==> src/rtl/fifo_burst_reader.sv <==
// Drains a 1-cycle-latency FIFO read port into a valid/ready stream framed into BURST_LEN bursts.
// A 3-entry prefetch buffer keeps 1 word/clk; read strobe depends only on registered state, enable and empty.
module fifo_burst_reader #(
  parameter int DATA_W    = 64,
  parameter int BURST_LEN = 16,
  parameter int CNT_W     = 16
) (
  input  logic              clk,
  input  logic              rst,
  input  logic              i_enable,
  output logic              o_fifo_rd_en,
  input  logic              i_fifo_empty,
  input  logic [DATA_W-1:0] i_fifo_data,
  output logic              o_valid,
  input  logic              i_ready,
  output logic [DATA_W-1:0] o_data,
  output logic              o_last,
  output logic [CNT_W-1:0]  o_burst_cnt
);

  localparam int BW = (BURST_LEN > 1) ? $clog2(BURST_LEN) : 1;
  localparam logic [BW-1:0] LAST_BEAT = BW'(BURST_LEN - 1);

  logic [DATA_W-1:0] buf_q [3];
  logic [DATA_W-1:0] buf_d [3];
  logic [1:0]        occ_q, occ_d, occ_pop;
  logic              inflight_q;
  logic [BW-1:0]     beat_q, beat_d;
  logic [CNT_W-1:0]  burst_q, burst_d;
  logic              hs;

  // occ + inflight counts every word already committed to the buffer; cap at 3.
  assign o_fifo_rd_en = !rst && i_enable && !i_fifo_empty &&
                        (({1'b0, occ_q} + {2'b00, inflight_q}) < 3'd3);
  assign o_valid      = (occ_q != 2'd0);
  assign o_data       = buf_q[0];
  assign o_last       = o_valid && (beat_q == LAST_BEAT);
  assign o_burst_cnt  = burst_q;
  assign hs           = o_valid && i_ready;

  always_comb begin
    buf_d   = buf_q;
    occ_pop = occ_q;
    beat_d  = beat_q;
    burst_d = burst_q;
    if (hs) begin
      buf_d[0] = buf_q[1];
      buf_d[1] = buf_q[2];
      occ_pop  = occ_q - 2'd1;
      if (beat_q == LAST_BEAT) begin
        beat_d  = '0;
        burst_d = burst_q + 1'b1;
      end else begin
        beat_d = beat_q + 1'b1;
      end
    end
    occ_d = occ_pop;
    // Returning word lands behind whatever survives this cycle's pop.
    if (inflight_q) begin
      case (occ_pop)
        2'd0:    buf_d[0] = i_fifo_data;
        2'd1:    buf_d[1] = i_fifo_data;
        default: buf_d[2] = i_fifo_data;
      endcase
      occ_d = occ_pop + 2'd1;
    end
  end

  always_ff @(posedge clk) begin
    if (rst) begin
      occ_q      <= 2'd0;
      inflight_q <= 1'b0;
      beat_q     <= '0;
      burst_q    <= '0;
      for (int i = 0; i < 3; i++) buf_q[i] <= '0;
    end else begin
      occ_q      <= occ_d;
      inflight_q <= o_fifo_rd_en;
      beat_q     <= beat_d;
      burst_q    <= burst_d;
      buf_q      <= buf_d;
    end
  end

endmodule

==> config.mk <==
export PLATFORM = sky130hd
export DESIGN_NAME = fifo_burst_reader
export DESIGN_NICKNAME = d
export VERILOG_FILES = /design/src/rtl/fifo_burst_reader.sv
export SDC_FILE = /design/constraint.sdc
export NUM_CORES = 1
export LEC_CHECK = 0
export ABC_AREA = 0
export ABC_CLOCK_PERIOD_IN_PS = 4300
export CAP_MARGIN = 20
export CORE_AREA = 2 2 129 131
export CTS_BUF_LIST = sky130_fd_sc_hd__clkbuf_4
export CTS_CLUSTER_DIAMETER = 60
export DETAILED_ROUTE_END_ITERATION = 10
export DIE_AREA = 0 0 131 133
export HOLD_SLACK_MARGIN = 0.02
export PLACE_DENSITY_LB_ADDON = 0.3
export REMOVE_ABC_BUFFERS = 1
export SLEW_MARGIN = 20
export SYNTH_ARGS = -nofsm -noshare
export SYNTH_HDL_FRONTEND = slang
export SYNTH_SLANG_ARGS = --single-unit
==> constraint.sdc <==
create_clock -name clk -period 4.3 [get_ports clk]
set_input_delay 0.86 -clock clk [delete_from_list [all_inputs] [get_ports clk]]
set_output_delay 0.86 -clock clk [all_outputs]
set_load 0.01 [all_outputs]
Yosys cells after proc, flatten, opt, wreduce, memory -nomap -nowiden:

Cells that the tools add are included.

* bits in registers: 215
* bits of input ports: 69
* output and inout port bits: 83
* logic and storage cells: 36

* add/subtract/negate cells: 5
* $lt $le $gt $ge: 1
* eq/ne operators: 2
* multiplexer cells: 8
* bitwise logic cells: 1
* reductions and logical operators: 12

Operators with widths (count)
* $mux 192: 1
* $mux 64: 3
* $mux 128: 1
* $add 16x1->16 const B: 1
* $logic_and 1x1->1: 5
* $add 4x1->4 const B: 1
* $eq 4x4->1 const B: 1
* $mux 2: 2
* $mux 4: 1
* $reduce_and 2->1: 2
* $add 2x1->3: 1
* $lt 3x2->1 const B: 1
* $add 2x1->2 const B: 1
* $eq 2x1->1 const B: 1
* $logic_not 1->1: 2
* $logic_not 2->1: 1
* $reduce_bool 2->1: 1
* $reduce_or 2->1: 1
* $sub 2x1->2 const B: 1
* $not 1->1: 1

Logic depth before layout (Yosys ltp):

* word-level depth: 7
* gate-level depth with buffers: 11
* depth with buffers taken out: 8

Worst setup path after synthesis:

Ideal clock, no wire load.

* kind: input to output
* from: in rst
* to: out o_fifo_rd_en
* data arrival time: 1918 ps
* required time: 3440 ps
* setup slack: 1522 ps
* stages: 3
* path buffers: 1
* path through: clkbuf_1 or4b_2 a21oi_1

* longest elaborated chain between the ends: 4

Ends and longest elaborated chain
* start, declared: line 9 `input logic rst,`
* $logic_not 1->1: line 33 `assign o_fifo_rd_en = !rst && i_enable && !i_fifo_empty &&`
* $logic_and 1x1->1 (3 in a row): line 33
* end, declared: line 11 `output logic o_fifo_rd_en,`

No other way between the ends.

Final worst setup path:

* from: reg inflight_q
* to: out o_fifo_rd_en

* longest elaborated chain between the ends: 3

Ends and longest elaborated chain
* start, declared: line 27 `logic inflight_q;`
* start signal, assigned: line 78 `inflight_q <= o_fifo_rd_en;`
* $add 2x1->3: line 34 `(({1'b0, occ_q} + {2'b00, inflight_q}) < 3'd3);`
* $lt 3x2->1: line 34
* $logic_and 1x1->1: line 33

No other way between the ends.

==> metrics.txt <==
synthesis-to-finish area growth 18.4%; vias per cell 5.79; Final period util 83.7%; top cell type's share of synthesized area 45.4%; CTS clk-pin slew, worst paths 0.07 ns; drt total wl 23900 um; Max FO, Critical Path 6; Clock Skew 0.0400 ns; FFs w/ async S/R, synth 0%; post-DR wirelength/cell 15.7 um; relative slew slack 41.2%; boundary pin count 152; VDD IR-drop max 0.284 mV; most frequent cell after synthesis nand2_1; top area cells in the synthesized netlist dfxtp_1, nand2_1, a311oi_1, buf_4, nor3_1; Worst-Skew Late Latency 0.67 ns; Crit Path Class reg -> out; total power 0.00528 W; worst slew pin tran 0.882 ns; worst path required time 3.44 ns; Total Die Area 17400 sq um; H-tree lvl count 2; worst reg2reg path endpoint o_data[57]; synth warn 0; Pwr per Cell Area 471 nW/um^2; Placed Cells 1421; CP endpoint o_fifo_rd_en; CP arrival 2.74 ns; layout cells sized above 1 9.55%; drt pass-1 iters 5; initial antenna violation count 2; Resize count post-CTS 0; RSZ-0062 raised after global routing no; hold slack 0.455 ns; Syn Inst Count 1201; nets@finish 1330; Synth Cell Area 9480 sq um; final antenna-violating net count 0; Post-DP Area 10500 sq um; cell area after layout 11200 sq um; cell accounting for the most synthesized area dfxtp_1; setup bufs post-CTS 0; fillcell total 1288; DPL Wire Length 13700 um; Avg Cell Area, Syn 7.89 sq um; first-pass GRT wire length 39400 um; leakage dissipation 3.62 nW; Die W 131 um; Max Clk Rate 278 MHz; min cycle time layout 3.60 ns; Buffers on Ports 151; Cell Rows 47; GPL Wtd Cong 0.829; GRT Util Overall 27.4%; count of flip-flops with a built-in enable after synthesis 0; Final Hold Vio Count 0; hold_buf cts 0; Final Util 69.4%; Synth Register Bits 215; most frequent cells after synthesis nand2_1, dfxtp_1, a311oi_1; Inserted Clock Buffers 52; Clock Path Buffers 3; Root Buffer clkbuf_4; Residual DRC 0; DR iter-0 viols 695; Hold Crit Class reg -> reg; outcome completed; clk sinks 215; r2r setup slk 1.39 ns; Startpoint Class flop; CTS tree built; post-route insts no fill 1521; cells on worst reg2reg path 7; max-cap violation count 0; maximum number of pins on one net before global-route repair 82; final-report setup violation count 0; FF-to-FF Start occ_q[0]; Crit. End Element output pin; Slew Viols, Final 0; die height 133 um; DR vias 8800; Starting Density 58.6%; Crit. Startpoint inflight_q; Post-synth top flop dfxtp_1; post-synthesis sequential area ratio 45.4%; Distinct cells, synth 36; vias in the first global route 8212; total grt overflow 0; CORE AREA 16200 sq um
-- metrics by stage --
stage               setup slack, ns  setup TNS [ns]
floorplan                     -3.05         -305.05
global placement              0.830               0
detailed placement            0.759               0
CTS                           0.667               0
global route                  0.508               0
finish                        0.699               0
-- power by group --
part / internal, W / switching, W / leakage, nW
sequential: 0.00218 / 0.000107 / 1.74
combinational: 0.000461 / 0.000847 / 1.49
clock: 0.000858 / 0.000829 / 0.393
-- flip-flops by register name, indices dropped and copies added, names as in the netlist --
signal	cells
o_data	64
o_burst_cnt	16
occ_q	2
inflight_q	1
buf_q	128
beat_q	4
-- routing by layer --
metal	vias to the layer above	share of wire, %	GRT usage, %
li1	4215	-	-
met1	4204	44	37.5
met2	339	46	42.5
met3	42	7.3	5.46
met4	0	2.1	11.1
met5	-	0	0
-- worst max-delay path, stage by stage (launching register included) --
cell	delay (ns)
dfxtp_1	0.40
ha_1	0.23
ha_1	0.17
or4b_2	0.62
a21oi_1	0.15
clkdlybuf4s50_1	0.55
-- layout make-up --
cell class / instances / area, sq um / share of cell area, %
well taps: 220 / 275 / 2.45
multi-input cells: 813 / 4250 / 37.9
inverters: 5 / 18.8 / 0.167
repair buffers: 168 / 1690 / 15.1
clock inverters: 24 / 118 / 1.05
flip-flops and latches: 215 / 4300 / 38.4
diodes: 2 / 5.00 / 0.0446
clock buffers: 74 / 556 / 4.95
-- worst min-delay path by stage --
| stage | from | end | slack, ns | cells past startpoint |
|---|---|---|---|---|
| floorplan | buf_q[0] | buf_q[0] | 0.43 | 2 |
| global route | buf_q[52] | buf_q[52] | 0.48 | 2 |
| finish | buf_q[10] | buf_q[10] | 0.45 | 2 |
| detailed placement | buf_q[44] | buf_q[44] | 0.45 | 2 |
| global placement | buf_q[32] | buf_q[32] | 0.44 | 2 |
| CTS | buf_q[44] | buf_q[44] | 0.46 | 2 |
-- cell usage in the layout (no fill, tap or decap), drive strengths merged, types with 9 or more instances in the layout --
cell type / count
nor3: 67
nor2: 83
clkinv: 23
a21oi: 76
nand3: 9
dfxtp: 215
clkdlybuf4s50: 150
nand2: 393
buf: 18
clkbuf: 74
a311oi: 128
-- cells by family after synthesis --
logic type	count (synthesis)	synth area share (%)
buffers and inverters	173	10.0
adder cells (fa/ha/maj)	6	0.792
flip-flops	215	45.4
AND/OR/NAND/NOR	580	25.1
XOR/XNOR	11	1.02
multiplexers	4	0.462
AO/OA/AOI/OAI	212	17.2
Power figures use the tool's default switching activity.
